<file path="src/rtl/ssd_scan_ctrl.sv">
// ssd_scan_ctrl
//   APB-attached driver for a time-multiplexed seven-segment display bank.
//   Holds six hex digits and a control word and scans the digits one at a
//   time. Each slot is PRESCALE clocks: PRESCALE-DEADTIME clocks lit,
//   then DEADTIME clocks fully dark so the previous digit cannot ghost
//   into the next one.
//
// Ports
//   clk, reset      system clock, synchronous active-high reset
//   S_PSELx ..      APB slave (zero wait state, 2-bit word address)
//   S_PRDATA        read data, combinational in the access phase, else 0
//   S_PREADY        PSEL & PENABLE
//   seg[6:0]        segments {g,f,e,d,c,b,a}, active-low when INVERT=1
//   an[NDIGITS-1:0] one-hot digit select, active-low when INVERT=1
//
// Register map (word address)
//   0 DATA_LO  digits 3..0 (digit 0 in [3:0])
//   1 DATA_HI  digits 5..4 in [7:0]
//   2 CTRL     [5:0] digit enable mask, [8] scan enable
//   3 STATUS   [2:0] digit index, [4:3] state (0 idle, 1 show, 2 blank), RO
module ssd_scan_ctrl #(
    parameter int NDIGITS  = 6,
    parameter int PRESCALE = 50000,
    parameter int DEADTIME = 500,
    parameter bit INVERT   = 1'b1
) (
    input  logic               clk,
    input  logic               reset,
    input  logic               S_PSELx,
    input  logic               S_PENABLE,
    input  logic               S_PWRITE,
    input  logic [1:0]         S_PADDR,
    input  logic [15:0]        S_PWDATA,
    output logic [15:0]        S_PRDATA,
    output logic               S_PREADY,
    output logic [6:0]         seg,
    output logic [NDIGITS-1:0] an
);

    localparam int                 CW         = (PRESCALE > 1) ? $clog2(PRESCALE) : 1;
    localparam logic [CW-1:0]      SHOW_LAST  = CW'(PRESCALE - DEADTIME - 1);
    localparam logic [CW-1:0]      BLANK_LAST = CW'(DEADTIME - 1);
    localparam logic [2:0]         LAST_IDX   = 3'(NDIGITS - 1);
    // "Off" at the pins; XOR with these turns an active-high value into
    // pin polarity.
    localparam logic [6:0]         SEG_OFF    = {7{INVERT}};
    localparam logic [NDIGITS-1:0] AN_OFF     = {NDIGITS{INVERT}};

    typedef enum logic [1:0] {
        IDLE  = 2'd0,
        SHOW  = 2'd1,
        BLANK = 2'd2
    } state_t;

    state_t        state;
    logic [2:0]    idx;
    logic [CW-1:0] cnt;

    logic [15:0]   data_lo;
    logic [7:0]    data_hi;
    logic [5:0]    mask;
    logic          scan_en;

    logic          access;
    logic          wr_en;
    logic [23:0]   nibbles;

    logic [2:0]         nxt_idx;
    logic [3:0]         nxt_nib;
    logic [6:0]         nxt_seg;
    logic [NDIGITS-1:0] nxt_an;

    function automatic logic [6:0] hex7(input logic [3:0] n);
        case (n)
            4'h0:    hex7 = 7'h3F;
            4'h1:    hex7 = 7'h06;
            4'h2:    hex7 = 7'h5B;
            4'h3:    hex7 = 7'h4F;
            4'h4:    hex7 = 7'h66;
            4'h5:    hex7 = 7'h6D;
            4'h6:    hex7 = 7'h7D;
            4'h7:    hex7 = 7'h07;
            4'h8:    hex7 = 7'h7F;
            4'h9:    hex7 = 7'h67;
            4'hA:    hex7 = 7'h77;
            4'hB:    hex7 = 7'h7C;
            4'hC:    hex7 = 7'h39;
            4'hD:    hex7 = 7'h5E;
            4'hE:    hex7 = 7'h79;
            default: hex7 = 7'h71;
        endcase
    endfunction

    assign access   = S_PSELx & S_PENABLE;
    assign wr_en    = access & S_PWRITE;
    assign S_PREADY = access;
    assign nibbles  = {data_hi, data_lo};

    // ---------------------------------------------------------------- APB
    always_comb begin
        S_PRDATA = '0;
        if (access) begin
            case (S_PADDR)
                2'd0:    S_PRDATA = data_lo;
                2'd1:    S_PRDATA = {8'h00, data_hi};
                2'd2:    S_PRDATA = {7'h00, scan_en, 2'b00, mask};
                default: S_PRDATA = {11'h000, state, idx};
            endcase
        end
    end

    always_ff @(posedge clk) begin
        if (reset) begin
            data_lo <= '0;
            data_hi <= '0;
            mask    <= '0;
            scan_en <= 1'b0;
        end else if (wr_en) begin
            case (S_PADDR)
                2'd0: data_lo <= S_PWDATA;
                2'd1: data_hi <= S_PWDATA[7:0];
                2'd2: begin
                    mask    <= S_PWDATA[5:0];
                    scan_en <= S_PWDATA[8];
                end
                default: ;  // STATUS is read-only
            endcase
        end
    end

    // ------------------------------------------------------ next slot view
    // Digit index, nibble and mask bit are sampled only when a SHOW slot is
    // entered, so register writes landing mid-slot show up on the next slot.
    always_comb begin
        nxt_idx = '0;
        if (state == BLANK)
            nxt_idx = (idx == LAST_IDX) ? 3'd0 : idx + 3'd1;
        nxt_nib = nibbles[{nxt_idx, 2'b00} +: 4];
        nxt_seg = hex7(nxt_nib) ^ SEG_OFF;
        nxt_an  = AN_OFF;
        // A masked digit still gets its full slot with an off, keeping duty
        // uniform across digits.
        if (mask[nxt_idx])
            nxt_an = AN_OFF ^ (NDIGITS'(1) << nxt_idx);
    end

    // ---------------------------------------------------------------- FSM
    always_ff @(posedge clk) begin
        if (reset || !scan_en) begin
            state <= IDLE;
            idx   <= '0;
            cnt   <= '0;
            seg   <= SEG_OFF;
            an    <= AN_OFF;
        end else begin
            case (state)
                IDLE: begin
                    state <= SHOW;
                    idx   <= nxt_idx;
                    cnt   <= '0;
                    seg   <= nxt_seg;
                    an    <= nxt_an;
                end
                SHOW: begin
                    if (cnt == SHOW_LAST) begin
                        state <= BLANK;
                        cnt   <= '0;
                        seg   <= SEG_OFF;
                        an    <= AN_OFF;
                    end else begin
                        cnt <= cnt + 1'b1;
                    end
                end
                BLANK: begin
                    if (cnt == BLANK_LAST) begin
                        state <= SHOW;
                        idx   <= nxt_idx;
                        cnt   <= '0;
                        seg   <= nxt_seg;
                        an    <= nxt_an;
                    end else begin
                        cnt <= cnt + 1'b1;
                    end
                end
                default: begin
                    state <= IDLE;
                    idx   <= '0;
                    cnt   <= '0;
                    seg   <= SEG_OFF;
                    an    <= AN_OFF;
                end
            endcase
        end
    end

endmodule

</file>
<file path="config.mk">
export PLATFORM = sky130hd
export DESIGN_NAME = ssd_scan_ctrl
export DESIGN_NICKNAME = d
export VERILOG_FILES = /design/src/rtl/ssd_scan_ctrl.sv
export SDC_FILE = /design/constraint.sdc
export NUM_CORES = 1
export LEC_CHECK = 0
export CORE_MARGIN = 8
export CORE_UTILIZATION = 45
export CTS_CLUSTER_SIZE = 16
export DETAILED_ROUTE_END_ITERATION = 12
export PLACE_DENSITY = 0.68
export SLEW_MARGIN = 20
export SYNTH_ARGS = -nofsm -noshare
export SYNTH_HDL_FRONTEND = slang
export SYNTH_SLANG_ARGS = --single-unit
</file>
<file path="constraint.sdc">
create_clock -name clk -period 2.9 [get_ports clk]
set_clock_uncertainty 0.05 [all_clocks]
set_input_delay 0.58 -clock clk [delete_from_list [all_inputs] [get_ports clk]]
set_output_delay 0.58 -clock clk [all_outputs]
set_load 0.05 [all_outputs]
</file>
# Word level (Yosys, flattened, before mapping)
# Memories as Yosys holds them, arrays and structs flattened.
# Cells that the tools add are included.
word_totals:
  ff_bits: 65
  rom_bits: 112
  inputBits: 23
  output_inout_bits: 30
  word_cells: 59
  mem_count: 1
mem_list:
  columns: ["name", "words", "word_bits", "rd", "rd_ports_with_merged_regs", "write_ports", "line_no", "rtl"]
  rows:
  - ["(name not given)", 16, 7, 1, 0, 0, "74", "case (n)"]
classes:
  add_sub_neg: 2
  n_lt_le_gt_ge: 1
  eq_ne: 9
  shift: 2
  mux: 21
  bitwise: 5
  reduce_logical: 9
ops:
  columns: ["op", "count"]
  rows:
  - ["$mux W16", 3]
  - ["$pmux W16 S3", 1]
  - ["$pmux W16 S2", 1]
  - ["$shiftx A24 B6 Y4", 1]
  - ["$pmux W7 S3", 1]
  - ["$mux W6", 3]
  - ["$pmux W6 S3", 1]
  - ["$add A16 B1 Y16 const B", 1]
  - ["$eq A16 B16 Y1 const B", 1]
  - ["$eq A16 B9 Y1 const B", 1]
  - ["$mux W7", 2]
  - ["$reduce_and A2 Y1", 5]
  - ["$mux W3", 3]
  - ["$pmux W3 S3", 1]
  - ["$not A7 Y7", 1]
  - ["$not A6 Y6", 1]
  - ["$pmux W2 S3", 1]
  - ["$shl A1 B3 Y6 const A", 1]
  - ["$eq A2 B1 Y1 const B", 2]
  - ["$eq A2 B2 Y1 const B", 2]
  - ["$logic_not A2 Y1", 2]
  - ["$lt A3 B4 Y1 const B", 1]
  - ["$mux W2", 2]
  - ["$add A3 B1 Y3 const B", 1]
  - ["other kinds (9)", 10]

# Longest topological paths before layout
depth:
  word_depth: 8
  ltp_mapped: 13
  mapped_depth_nobuf: 11

# Worst setup path after synthesis
# Ideal clock, no wire load.
synth_timing:
  kind: "input port to output port"
  start: "input port S_PSELx"
  end: "output port S_PRDATA[6]"
  arrival_time_ns: 2.007
  required_time_ns: 2.270
  setup_slack_ns: 0.263
  cell_stages: 3
  n_path_buf: 1
  path_cell_list: "nand2_1 clkbuf_1 nor3_1"
synth_via:
  elab_chain_len: 2
synth_lines:
  columns: ["element", "line_no", "rtl"]
  rows:
  - ["start, declared", "29", "input logic S_PSELx,"]
  - ["$and A1 B1 Y1", "94", "assign access = S_PSELx & S_PENABLE;"]
  - ["$mux W16", "102", "if (access) begin"]
  - ["end, declared", "34", "output logic [15:0] S_PRDATA,"]
# No other way between the ends.

# Final worst setup path
layout_timing:
  start: "input port S_PADDR[0]"
  end: "output port S_PRDATA[3]"
layout_via:
  elab_chain_len: 3
  word_cells_on_any_way: 5
  cone_classes: "eq/ne (2); mux (2); reduce/logical (1)"
layout_lines:
  columns: ["element", "line_no", "rtl"]
  rows:
  - ["start, declared", "32", "input logic [1:0] S_PADDR,"]
  - ["$eq A2 B2 Y1 (tied with other cells)", "103", "case (S_PADDR)"]
  - ["$pmux W16 S3 (*)", "103", null]
  - ["$mux W16 (*)", "102", null]
# Every way passes the cells marked *; elsewhere a longest branch is shown, timed or not.

==> impl_metrics.tcl <==
set metrics [dict create \
    status "finished clean" \
    io_pins 53 \
    rsz0062_at_grt "no" \
    drc 0 \
    synth_cells 410 \
    synth_area_leaders "dfxtp_1 37%, mux2i_1 6.2%, nand2_1 6.1%" \
    grt_pass1_vias 3207 \
    cts_setup_buffers 0 \
    vias 3110 \
    syn_nets 443 \
    antennaDiodeCount 0 \
    pwr_density_cell_mw_per_mm2 433.1 \
    htreeDepth 3 \
    async_reset_ff_frac 0 \
    grt_util_all_layers 0.1704 \
    slew_headroom 0.5692 \
    syn_area_per_cell_um2 8.642 \
    grt_max_degree 32 \
    ys.flop_type "dfxtp_1" \
    clk_latency_ns 0.35 \
    drt-initial-drc-count 190 \
    peakVddDrop_mv 0.3508 \
    netlist_area_mm2 0.003543 \
    mostFrequentLayoutCells "65 x dfxtp_1, 58 x nand2_1, 51 x nor2_1" \
    synth_edf_count 0 \
    hpwl_mm 6.815 \
    critPathMaxFanout 6 \
    die_area_mm2 0.01097 \
    fp.coreArea_mm2 0.007687 \
    layout.nets 499 \
    cts_root_buf "clkbuf_8" \
    critPathArrivalTime_ns 2.11 \
    clock-sinks 65 \
    grt_remaining_overflow 0 \
    required_ns 2.27 \
    finalCriticalPeriod_ns 2.744 \
    ys_ff_latch 65 \
    hold_class "reg2reg" \
    cap_violations 0 \
    finalHoldViolations 0 \
    p_leak_nw 1.693 \
    final_common_cell "dfxtp_1" \
    syn_to_final_growth_pct 28.46 \
    die_w_um 104.7 \
    place_ws_ns 0.1424 \
    timing.fmax_mhz 364.4 \
    start_util 0.4609 \
    drive_gt1_frac 0.1529 \
    dr.pass1.iters 4 \
    fin_hold_ws_ns 0.4136 \
    routabilityCongestion 0.9175 \
    synth_top_area_share 0.3672 \
    grt_pass1_wl_mm 15.46 \
    report.final.slew_viol_count 0 \
    fin_setup_tns_ns 0 \
    start_kind "input pin" \
    die-height_um 104.7 \
    final_antenna_net_count 0 \
    fin_ws_ns 0.1561 \
    routed_via_density 5.428 \
    routed_wl_mm 8.923 \
    fin_crit_sh 0.9462 \
    avgRoutedWirePerCell_um 15.57 \
    endpoint_kind "primary output" \
    yosysUniqueCellTypes 67 \
    worst_slew_pin_slew_ns 0.6455 \
    cts_buffers 9 \
    criticalPathCategory "in2out" \
    ys_warn_count 0 \
    row_count 32 \
    cts.clk_slew.worst_paths_ns 0.07 \
    seq_area_frac_synth 0.3672 \
    cts_tree "built" \
    yosysTopAreaCell "dfxtp_1" \
    clk_path_buf_depth 2 \
    io_buffers 52 \
    post-route-util 0.5921 \
    antenna_found_initial 0 \
    finalSetupViolations 0 \
]
routing by layer:
metal | global-route usage | routed length, um
met4 | 0.07645 | 196
met5 | 0 | 0
met3 | 0.03686 | 419
met2 | 0.2851 | 4404
met1 | 0.2049 | 3902
what timing repair did:
action / CTS / global route
endpoints found under the setup margin: 0 / 1
hold buffers: 0 / 0
resized for setup: 0 / 1
layout make-up:
class	count	area [um^2]
clock buffers	10	137.6
clock inverters	6	115.1
fillers	716	3136
inverters	7	26.28
multi-input cells	315	2096
flip-flops and latches	65	1301
well taps	102	127.6
repair buffers	68	748.2
per-stage QoR:
step                area, um^2  total power, W  std cells
global route              4552        0.002037        573
floorplan                 3543       0.0009741        410
finish                    4552        0.001971        573
detailed placement        4297        0.001029        557
global placement          4297        0.001027        557
CTS                       4549        0.001988        573
path summary, 6_finish.rpt:
| path | depth (start not counted) | from | endpoint | slack (ns) |
|---|---|---|---|---|
| max | 4 | S_PADDR[0] | S_PRDATA[3] | 0.16 |
| min | 1 | cnt[0] | cnt[0] | 0.41 |
| max reg2reg | 10 | state[0] | seg[3] | 0.24 |
| min reg2reg | 1 | cnt[0] | cnt[0] | 0.41 |
cells by family after synthesis:
logic type	share of synthesized area
flip-flops	0.3672
XOR/XNOR	0.02966
multiplexers	0.1003
AO/OA/AOI/OAI	0.1688
adder cells (fa/ha/maj)	0.03531
buffers and inverters	0.04202
AND/OR/NAND/NOR	0.2567
sequential cells by signal, summed over array words and instances, names as in the netlist:
| signal | count |
|---|---|
| cnt | 16 |
| state | 2 |
| seg | 7 |
| mask | 6 |
| scan_en | 1 |
| data_hi | 8 |
| an | 6 |
| idx | 3 |
| data_lo | 16 |
cell usage after synthesis, types with 3 or more instances:
| master | instances |
|---|---|
| a22o_1 | 4 |
| inv_1 | 7 |
| buf_6 | 3 |
| mux2i_1 | 22 |
| nor2b_1 | 11 |
| a31oi_1 | 4 |
| xor2_1 | 7 |
| o21ai_1 | 7 |
| or3_1 | 3 |
| a21oi_1 | 32 |
| o32a_1 | 4 |
| dfxtp_1 | 65 |
| buf_2 | 8 |
| nand4_1 | 4 |
| o21ai_0 | 8 |
| o211ai_1 | 3 |
| mux4_2 | 5 |
| nand3_1 | 9 |
| ha_1 | 10 |
| nor3_1 | 10 |
| and3_1 | 4 |
| xnor2_1 | 5 |
| nor2_1 | 51 |
| nand2_1 | 58 |
| nand2b_1 | 4 |
| clkbuf_1 | 10 |
| and2_1 | 9 |
power by group:
part / leakage (nW) / total (W) / internal (W) / switching (W)
clock network: 0.123 / 0.000962 / 0.000597 / 0.000365
logic: 1.05 / 0.000105 / 0.0000539 / 0.0000507
registers: 0.525 / 0.000904 / 0.000898 / 0.00000609
total: 1.69 / 0.00197 / 0.00155 / 0.000422
worst max-delay path, stage by stage:
cell	delay, ns
clkdlybuf4s50_1	0.67
mux4_2	0.53
nor2b_1	0.15
buf_4	0.18
Power figures use the tool's default switching activity.
